[config.mk]
export PLATFORM = sky130hd
export DESIGN_NAME = spi_reg_bank
export DESIGN_NICKNAME = d
export VERILOG_FILES = /design/src/rtl/spi_reg_pkg.sv /design/src/rtl/spi_sync_edge.sv /design/src/rtl/spi_reg_bank.sv
export SDC_FILE = /design/constraint.sdc
export NUM_CORES = 1
export LEC_CHECK = 0
export ABC_CLOCK_PERIOD_IN_PS = 3700
export CAP_MARGIN = 15
export CORE_UTILIZATION = 29
export CTS_CLUSTER_SIZE = 8
export DETAILED_ROUTE_END_ITERATION = 12
export GPL_ROUTABILITY_DRIVEN = 0
export GPL_TIMING_DRIVEN = 0
export PLACE_DENSITY = 0.47
export SETUP_SLACK_MARGIN = 0.2
export SLEW_MARGIN = 20
export SYNTH_ARGS = -nofsm -noshare
export SYNTH_HDL_FRONTEND = slang
export SYNTH_SLANG_ARGS = --single-unit
[constraint.sdc]
create_clock -name clk_i -period 3.7 [get_ports clk_i]
set_input_delay 0.37 -clock clk_i [delete_from_list [all_inputs] [get_ports clk_i]]
set_output_delay 0.37 -clock clk_i [all_outputs]
set_load 0.03 [all_outputs]
[src/rtl/spi_reg_pkg.sv]
// Shared types and command-frame layout for the SPI register bank.
package spi_reg_pkg;

    typedef enum logic [1:0] {IDLE, CMD, WDATA, RDATA} state_t;

    localparam int CMD_RW_BIT   = 7;
    localparam int CMD_ADDR_MSB = 6;
    localparam int CMD_LEN      = 8;

    typedef logic [CMD_ADDR_MSB:0] addr_t;

    function automatic int max_int(input int a, input int b);
        return (a > b) ? a : b;
    endfunction

endpackage

[src/rtl/spi_sync_edge.sv]
// Brings SCLK/MOSI/CS_n into the clk_i domain and turns synced SCLK transitions
// into one-cycle sample/shift pulses.
module spi_sync_edge #(
    parameter bit SAMPLE_RISE = 1'b1
) (
    input  logic clk_i,
    input  logic rst_i,
    input  logic sclk,
    input  logic mosi,
    input  logic cs_n,
    output logic sample_pulse,
    output logic shift_pulse,
    output logic mosi_s,
    output logic cs_n_s
);

    logic [1:0] sclk_sync;
    logic [1:0] mosi_sync;
    logic [1:0] cs_sync;
    logic       sclk_d;
    logic       rise;
    logic       fall;

    // CS resets to deselected so a reset never looks like the start of a frame.
    always_ff @(posedge clk_i or posedge rst_i) begin
        if (rst_i) begin
            sclk_sync <= '0;
            mosi_sync <= '0;
            cs_sync   <= 2'b11;
            sclk_d    <= 1'b0;
        end else begin
            sclk_sync <= {sclk_sync[0], sclk};
            mosi_sync <= {mosi_sync[0], mosi};
            cs_sync   <= {cs_sync[0], cs_n};
            sclk_d    <= sclk_sync[1];
        end
    end

    assign rise         = sclk_sync[1] & ~sclk_d;
    assign fall         = ~sclk_sync[1] & sclk_d;
    assign sample_pulse = SAMPLE_RISE ? rise : fall;
    assign shift_pulse  = SAMPLE_RISE ? fall : rise;
    assign mosi_s       = mosi_sync[1];
    assign cs_n_s       = cs_sync[1];

endmodule

[src/rtl/spi_reg_bank.sv]
// SPI-slave register bank: command byte (R/W + start address) followed by any
// number of data frames, with address auto-increment and MISO read-back.
module spi_reg_bank
    import spi_reg_pkg::*;
#(
    parameter int                            NUM_REGS     = 8,
    parameter int                            REG_WIDTH    = 8,
    parameter logic [NUM_REGS*REG_WIDTH-1:0] RESET_VALUES = '0,
    parameter bit                            SAMPLE_RISE  = 1'b1
) (
    input  logic                          clk_i,
    input  logic                          rst_i,
    input  logic                          enable_i,
    input  logic                          spi_sclk_i,
    input  logic                          spi_mosi_i,
    input  logic                          spi_cs_ni,
    output logic                          spi_miso_o,
    output logic                          spi_miso_oe,
    output logic [NUM_REGS*REG_WIDTH-1:0] regs_o,
    output logic [NUM_REGS-1:0]           wr_strobe_o
);

    localparam int AW    = (NUM_REGS > 1) ? $clog2(NUM_REGS) : 1;
    localparam int CNT_W = $clog2(max_int(CMD_LEN, REG_WIDTH));

    localparam logic [CNT_W-1:0] CMD_LAST  = CNT_W'(CMD_LEN - 1);
    localparam logic [CNT_W-1:0] DATA_LAST = CNT_W'(REG_WIDTH - 1);
    localparam addr_t            LAST_ADDR = addr_t'(NUM_REGS - 1);
    localparam logic [7:0]       REG_COUNT = 8'(NUM_REGS);

    logic sample_pulse, shift_pulse, mosi_s, cs_n_s;

    spi_sync_edge #(.SAMPLE_RISE(SAMPLE_RISE)) u_sync (
        .clk_i        (clk_i),
        .rst_i        (rst_i),
        .sclk         (spi_sclk_i),
        .mosi         (spi_mosi_i),
        .cs_n         (spi_cs_ni),
        .sample_pulse (sample_pulse),
        .shift_pulse  (shift_pulse),
        .mosi_s       (mosi_s),
        .cs_n_s       (cs_n_s)
    );

    state_t               state;
    logic [CNT_W-1:0]     bit_cnt;
    addr_t                addr;
    logic [CMD_LEN-2:0]   cmd_sr;
    logic [REG_WIDTH-1:0] wdata_sr;
    logic [REG_WIDTH-1:0] rdata_sr;
    logic [REG_WIDTH-1:0] regs [NUM_REGS];
    logic                 wr_pend;
    logic                 rd_pend;

    logic                 samp, shft, in_range;
    logic [AW-1:0]        addr_idx;
    addr_t                next_addr;
    logic [CMD_LEN-1:0]   cmd_word;
    logic [REG_WIDTH:0]   wdata_cat;
    logic [REG_WIDTH-1:0] rd_word;
    logic [REG_WIDTH-1:0] rshift;

    assign samp      = sample_pulse & enable_i;
    assign shft      = shift_pulse & enable_i;
    assign in_range  = {1'b0, addr} < REG_COUNT;
    assign addr_idx  = addr[AW-1:0];
    assign next_addr = (addr == LAST_ADDR) ? '0 : addr + 1'b1;
    assign cmd_word  = {cmd_sr, mosi_s};
    assign wdata_cat = {wdata_sr, mosi_s};
    assign rshift    = rdata_sr << 1;

    always_comb begin
        rd_word = '0;
        if (in_range) rd_word = regs[addr_idx];
    end

    // A shift edge with bit_cnt==0 is the one between frames: the freshly loaded
    // MSB is already on MISO and must not be shifted away.
    always_ff @(posedge clk_i or posedge rst_i) begin
        if (rst_i) begin
            state       <= CMD;
            bit_cnt     <= '0;
            addr        <= '0;
            cmd_sr      <= '0;
            wdata_sr    <= '0;
            rdata_sr    <= '0;
            wr_pend     <= 1'b0;
            rd_pend     <= 1'b0;
            spi_miso_o  <= 1'b0;
            spi_miso_oe <= 1'b0;
            wr_strobe_o <= '0;
            // NOTE: the register array is configuration state, so it takes its
            // reset values too; a memory without reset would come up as X.
            for (int i = 0; i < NUM_REGS; i++)
                regs[i] <= RESET_VALUES[i*REG_WIDTH +: REG_WIDTH];
        end else begin
            wr_strobe_o <= '0;

            if (wr_pend) begin
                wr_pend <= 1'b0;
                addr    <= next_addr;
                if (in_range) begin
                    regs[addr_idx]        <= wdata_sr;
                    wr_strobe_o[addr_idx] <= 1'b1;
                end
            end

            if (rd_pend) begin
                rd_pend     <= 1'b0;
                rdata_sr    <= rd_word;
                spi_miso_o  <= rd_word[REG_WIDTH-1];
                spi_miso_oe <= 1'b1;
            end

            if (cs_n_s) begin
                state       <= IDLE;
                bit_cnt     <= '0;
                rd_pend     <= 1'b0;
                spi_miso_o  <= 1'b0;
                spi_miso_oe <= 1'b0;
            end else begin
                unique case (state)
                    IDLE: begin
                        state   <= CMD;
                        bit_cnt <= '0;
                    end
                    CMD: if (samp) begin
                        cmd_sr <= cmd_word[CMD_LEN-2:0];
                        if (bit_cnt == CMD_LAST) begin
                            bit_cnt <= '0;
                            addr    <= cmd_word[CMD_ADDR_MSB:0];
                            if (cmd_word[CMD_RW_BIT]) begin
                                state   <= RDATA;
                                rd_pend <= 1'b1;
                            end else begin
                                state <= WDATA;
                            end
                        end else begin
                            bit_cnt <= bit_cnt + 1'b1;
                        end
                    end
                    WDATA: if (samp) begin
                        wdata_sr <= wdata_cat[REG_WIDTH-1:0];
                        if (bit_cnt == DATA_LAST) begin
                            bit_cnt <= '0;
                            wr_pend <= 1'b1;
                        end else begin
                            bit_cnt <= bit_cnt + 1'b1;
                        end
                    end
                    RDATA: begin
                        if (samp) begin
                            if (bit_cnt == DATA_LAST) begin
                                bit_cnt <= '0;
                                addr    <= next_addr;
                                rd_pend <= 1'b1;
                            end else begin
                                bit_cnt <= bit_cnt + 1'b1;
                            end
                        end else if (shft && bit_cnt != '0) begin
                            rdata_sr   <= rshift;
                            spi_miso_o <= rshift[REG_WIDTH-1];
                        end
                    end
                    default: state <= IDLE;
                endcase
            end
        end
    end

    for (genvar g = 0; g < NUM_REGS; g++) begin : g_flat
        assign regs_o[g*REG_WIDTH +: REG_WIDTH] = regs[g];
    end

endmodule

Yosys cells after proc, flatten, opt, wreduce, memory -nomap -nowiden
Cells that the tools add are included.
{ "classes": {"mux": 49, "n_reduce_logical": 12, "n_lt_le_gt_ge": 5, "bitwise_logic": 8, "n_eq_ne": 8, "add_sub_neg": 2} }
{ "op_table": {"columns": ["cell", "count"], "rows": [
  ["2-to-1 mux 8 bit", 11],
  ["bitwise mux 64 bit", 1],
  ["2-to-1 mux 7 bit", 7],
  ["binary-select mux 8 bit (select 3 bit)", 1],
  ["demux 8 bit (select 3 bit)", 1],
  ["2-to-1 mux 1 bit", 17],
  ["case mux 7 bit (2 select lines)", 1],
  ["2-to-1 mux 3 bit", 3],
  ["AND reduction 3 bit", 3],
  ["adder 7 x 1 -> 7 bit, second input constant", 1],
  ["== test 7 x 3 -> 1 bit, second input constant", 1],
  ["less-than comparator 7 x 4 -> 1 bit, second input constant", 1],
  ["2-to-1 mux 2 bit", 3],
  ["inequality test 3 x 2 -> 1 bit, second input constant", 2],
  ["case mux 3 bit (2 select lines)", 1],
  ["nonzero test 3 bit", 2],
  ["AND 1 bit", 4],
  ["== test 2 bit, second input constant", 2],
  [">= comparator 4 bit, second input constant", 1],
  ["less-than comparator 3 x 4 -> 1 bit, second input constant", 1],
  ["less-than comparator 4 x 1 -> 1 bit, second input constant", 1],
  ["inverter 3 -> 4 bit", 1],
  ["case mux 2 bit (2 select lines)", 1],
  ["adder 3 x 1 -> 3 bit, second input constant", 1],
  ["12 further kinds", 16]
]} }
{ "totals": {"out_inout_bits": 74, "inputBits": 6, "word_cells": 107, "regBits": 118} }

Longest topological paths before layout
{ "depth": {"word_depth": 10, "depth_mapped": 7, "depth_no_buf": 6} }

Hierarchy
From an unflattened synthesis, not the netlist that was laid out.
{ "hier_totals": {"hier_cells": 419, "hier_area_um2": 5340.1} }
{ "by_module_without_submodules": {"columns": ["mod", "area_each_um2", "cells_each", "seq_area_each_um2", "n_inst"], "rows": [
  ["spi_reg_bank", 5143.7, 409, 2753.9, 1],
  ["spi_sync_edge", 196.4, 10, 177.7, 1]
]} }

Least setup slack after synthesis
No wires, ideal clock.
{ "synth_timing": {"path_kind": "register -> register", "from": "register addr[5]", "to": "register regs (netlist bit regs_o[10])", "required_ps": 3575, "path_stages_with_launch": 7, "setup_time_ps": 125, "synth_period_minus_slack_ps": 1873, "path_slack_ps": 1827, "n_path_buf": 2, "arrival_time_ps": 1748, "path_cell_list": "dfrtp_1 -> buf_6 -> nor4_4 -> nand3_2 -> or3_1 -> buf_6 -> mux2_4"} }
{ "synth_between": {"elab_chain_cells": 2} }
{ "synth_rtl": {"columns": ["item", "line_no", "text"], "rows": [
  ["start: declaration", "spi_reg_bank.sv:47", "addr_t addr;"],
  ["start signal: assignment", "spi_reg_bank.sv:101", "addr <= next_addr;"],
  ["start signal: assignment", "spi_reg_bank.sv:131", "addr <= cmd_word[CMD_ADDR_MSB:0];"],
  ["start signal: assignment", "spi_reg_bank.sv:155", "addr <= next_addr;"],
  ["less-than comparator 7 x 4 -> 1 bit", "spi_reg_bank.sv:65", "assign in_range = {1'b0, addr} < REG_COUNT;"],
  ["AND reduction 2 bit (no source line)", null, null],
  ["end signal: indexed assignment", "spi_reg_bank.sv:95", "regs[i] <= RESET_VALUES[i*REG_WIDTH +: REG_WIDTH];"],
  ["end signal: indexed assignment", "spi_reg_bank.sv:103", "regs[addr_idx] <= wdata_sr;"],
  ["end: declaration", "spi_reg_bank.sv:51", "logic [REG_WIDTH-1:0] regs [NUM_REGS];"]
]} }
Every way passes these cells.
A chain may end at the register's enable or synchronous reset.

Worst setup path after layout
{ "layout_timing": {"from": "register addr[2]", "to": "register regs (netlist bit regs_o[57])"} }
{ "layout_between": {"elab_chain_cells": 6, "elab_cells_between_ends": 9, "classes_between": "3 x order compare; 3 x mux; 1 x bitwise; 2 x reduce/logical"} }
{ "layout_rtl": {"columns": ["item", "line_no"], "rows": [
  ["inverter 3 -> 4 bit (not written as such)", "spi_reg_bank.sv:103"],
  [">= comparator 4 bit (not written as such) / less-than comparator 4 x 1 -> 1 bit (equally long branches)", "spi_reg_bank.sv:103"],
  ["logical AND 1 bit (not written as such)", "spi_reg_bank.sv:103"],
  ["2-to-1 mux 8 bit (not written as such)", "spi_reg_bank.sv:103"],
  ["demux 8 bit (select 3 bit)", "spi_reg_bank.sv:103"],
  ["bitwise mux 64 bit", "spi_reg_bank.sv:103"]
]} }
Parallel ways exist; a longest one is shown, timed or not.

==> metrics.md <==
| Metric | Value |
|---|---|
| Vias in the first global route | 3,834 |
| GRT Total Usage | 16.2% |
| Placed instance count | 702 |
| Post-CTS Setup Repair Bufs | 0 |
| Worst hold start | u_sync.cs_sync[0] |
| Worst path slowest cell | nor2_2 |
| Area share of fa/ha/maj cells after synthesis | 0.924% |
| Overflow after GRT | 0 |
| Die Span X | 139 um |
| CTS Buf Count | 17 |
| Slowest stage delay, CP | 0.64 ns |
| Syn Inst Count | 393 |
| Fmax | 387 MHz |
| Fin. Hold Viols | 0 |
| Row cnt | 49 |
| CORE AREA | 0.0181 mm2 |
| # setup viols final | 0 |
| Largest area contributor in the netlist | dfrtp_1 |
| Flop pwr share | 42.5% |
| WL/cell | 19.9 um |
| Area contributors post-synth | dfrtp_1 (53%), mux2_2 (15%), mux4_2 (6.2%) |
| Largest net degree at the start of global routing | 66 |
| Synth Area in Simple Gates | 8.80% |
| Static Leakage | 3.24 nW |
| Via count | 3,609 |
| Tightest Pin Transition | 0.757 ns |
| H-tree depth | 4 |
| Initial antenna violation count | 0 |
| Clk sinks | 117 |
| Critical R2R Launch | addr[2] |
| FF-to-FF path depth | 5 |
| Seq/Total Area, Yosys | 54.1% |
| CP Capture Type | flip-flop |
| RSZ-0062 raised after global routing | no |
| Maxcap violations | 0 |
| Area of the multi-input gates | 0.00227 mm2 |
| CTS max path bufs | 2 |
| Final std cells w/o fill | 734 |
| VDD IR max | 0.309 mV |
| FF+latch area | 0.00293 mm2 |
| Clk Latency, worst-skew pair | 0.42 ns |
| Final net count | 502 |
| Cell Int Power | 2.39 mW |
| EDFF count, synth | 0 |
| Worst R2R End | regs_o[57] |
| Largest family of logic cells by synthesized area | multiplexers |
| Fin crit period | 2.58 ns |
| CP Cell Sequence | buf_2 > clkbuf_1 > nand2_1 > nor2_2 > mux2_2 |
| Fin crit share | 69.8% |
| Cts repair resizes | 0 |
| DR iter-0 viols | 207 |
| # DRC | 1 |
| Min Hold Slack | 0.354 ns |
| Initial core utilization | 29.8% |
| DRT Pass-1 Iters | 8 |
| Root buffer cell | clkbuf_16 |
| DP HPWL | 9.70 mm |
| Hold Path Class | reg -> reg |
| Async set or reset register ratio after synthesis | 100% |
| Mux cell area share after synthesis | 26.7% |
| IO Pins | 80 |
| Syn nets | 403 |
| CP Class | reg -> reg |
| Post-Synth XOR/XNOR Area | 0.647% |
| Post-Syn Area | 0.00542 mm2 |
| Syn Area/Cell | 13.8 um2 |
| Max_slew headroom | 49.5% |
| Clock Skews | 0.0103 ns |
| Count of pins over their slew limit | 0 |
| Nature of the critical path startpoint | flip-flop |
| Synth warn | 0 |
| Register bit total from synthesis | 117 |
| Hold Path End | u_sync.cs_sync[1] |
| Number of diodes | 0 |
| Setup slack, reg-to-reg | 1.12 ns |
| Failing checks | DRC |
| Arr. time, crit path | 2.89 ns |
| Hold Path Depth | 0 |
| Antenna Nets Post-Route | 0 |
| Power density over the cells | 431 mW/mm2 |
| Vias per cell | 4.92 |
| DRT Wirelength | 14.6 mm |
| Library cells used by synthesis | 50 |
| Outcome | finished, violations left |
| CTS tree | built |
| Switch share | 22.2% |
| CTS Hold Bufs | 0 |
| Fillers | 1,706 |
| Port Buffers | 79 |
| Clock Power Share | 55.8% |
| Top_reg_cell synth | dfrtp_1 |
| Gate power share | 1.8% |
| Synth top area share | 52.7% |
| Area Overhead vs Synth | 31.8% |
| CP max FO | 10 |
| CP required | 4.00 ns |
| Share of post-route cells with drive strength above 1 | 32.7% |
| Switching power | 0.683 mW |
| Global-route wire length before repair | 23.2 mm |
| Die Ht | 139 um |
| Post-synthesis compound-gate area fraction | 4.90% |
| Die area | 0.0192 mm2 |
| Worst-path clk slew | 0.05 ns |
layout by cell type (no fill, tap or decap), types with 10 or more instances in the layout:
| cell | Yosys | routed |
|---|---|---|
| mux2_4 | 16 | 16 |
| dfrtp_1 | 114 | 114 |
| mux2_2 | 71 | 71 |
| clkdlybuf4s50_1 | 0 | 79 |
| inv_1 | 11 | 10 |
| nor2_1 | 20 | 20 |
| nand2_1 | 14 | 14 |
| mux4_2 | 15 | 15 |
| clkbuf_16 | 0 | 17 |
sequential cells by signal, indices dropped and copies added, names as in the netlist, 2 cells and up:
register / count
state: 2
bit_cnt: 3
regs_o: 64
rdata_sr: 7
cmd_sr: 7
u_sync.mosi_sync: 2
wdata_sr: 8
addr: 7
u_sync.sclk_sync: 2
wr_strobe_o: 8
u_sync.cs_sync: 2
stage by stage:
stage | instance area, um2 | TNS (ns) | setup WS, ns | total power [mW] | util, %
5_1_grt | 7140 | 0 | 0.983 | 3.18 | 39.3
3_3_place_gp | 6490 | -180.88 | -1.59 | 1.38 | 35.8
3_5_place_dp | 6530 | 0 | 1.10 | 1.39 | 36.0
4_1_cts | 7140 | 0 | 1.07 | 3.11 | 39.3
6_report | 7140 | 0 | 1.12 | 3.08 | 39.3
2_1_floorplan | 5420 | 0 | 0.234 | 1.36 | -
Yosys cell counts (all sizes together) (2+ instances only):
| master | count |
|---|---|
| nor2 | 24 |
| nand3 | 4 |
| mux4 | 15 |
| a21oi | 5 |
| o211ai | 3 |
| nand4 | 2 |
| nand4b | 2 |
| nor2b | 5 |
| a221o | 8 |
| nor4 | 3 |
| o21ai | 6 |
| dfrtp | 114 |
| or3 | 3 |
| clkbuf | 8 |
| a221oi | 3 |
| nor3 | 4 |
| or2 | 3 |
| nand2b | 3 |
| o22ai | 3 |
| mux2 | 87 |
| ha | 4 |
| inv | 11 |
| nand3b | 3 |
| nor3b | 7 |
| xnor2 | 4 |
| buf | 22 |
| dfstp | 3 |
| mux2i | 7 |
| nand2 | 14 |
worst max-delay path by stage:
| stage | slack, ns | start | to | depth (start not counted) |
|---|---|---|---|---|
| final | 1.12 | addr[2] | regs_o[57] | 5 |
| after global routing | 0.98 | addr[2] | regs_o[57] | 5 |
| after CTS | 1.07 | addr[2] | regs_o[51] | 5 |
| after detailed placement | 1.10 | addr[2] | regs_o[51] | 5 |
| after global placement | -1.59 | rst_i | regs_o[59] | 2 |
| after floorplan | 0.23 | rst_i | addr[0] | 1 |
worst max-delay path, delay by kind of cell, from the launching register on:
kind                   cells  cell delay, ns
AND/OR/NAND/NOR            2            0.88
multiplexers               1            0.41
flip-flops                 1            0.31
buffers and inverters      2            0.85
power groups by stage:
stage	clock network [mW]	registers, mW	logic (mW)
finish	1.72	1.31	0.0549
global route	1.81	1.31	0.0637
CTS	1.75	1.31	0.0576
detailed placement	0	1.33	0.0574
global placement	0	1.33	0.0512
floorplan	0	1.32	0.0349
cells by family after synthesis:
family,count (synthesis)
DFF,117
adders and majority gates,4
and+or+nand+nor,82
muxes,109
xor gates and xnor gates,4
AOI/OAI and AO/OA,36
buffers and inverters,41
final cells by class:
class | instances | share of cell area (%)
well taps | 229 | 4.01
flip-flops and latches | 117 | 41.1
repair buffers | 80 | 11.5
plain buffers | 30 | 2.35
clock inverters | 14 | 2.44
clock buffers | 18 | 6.15
multi-input cells | 235 | 31.9
inverters | 11 | 0.649
routing by layer:
layer  share of wire (%)  global-route usage, %  up-vias
met4                 1.2                   4.91        0
met3                 4.7                   4.94       21
met1                  47                   21.5     1873
met2                  47                   25.4       84
met5                   0                      0        -
li1                    -                      -     1631
Power figures use the tool's default switching activity.
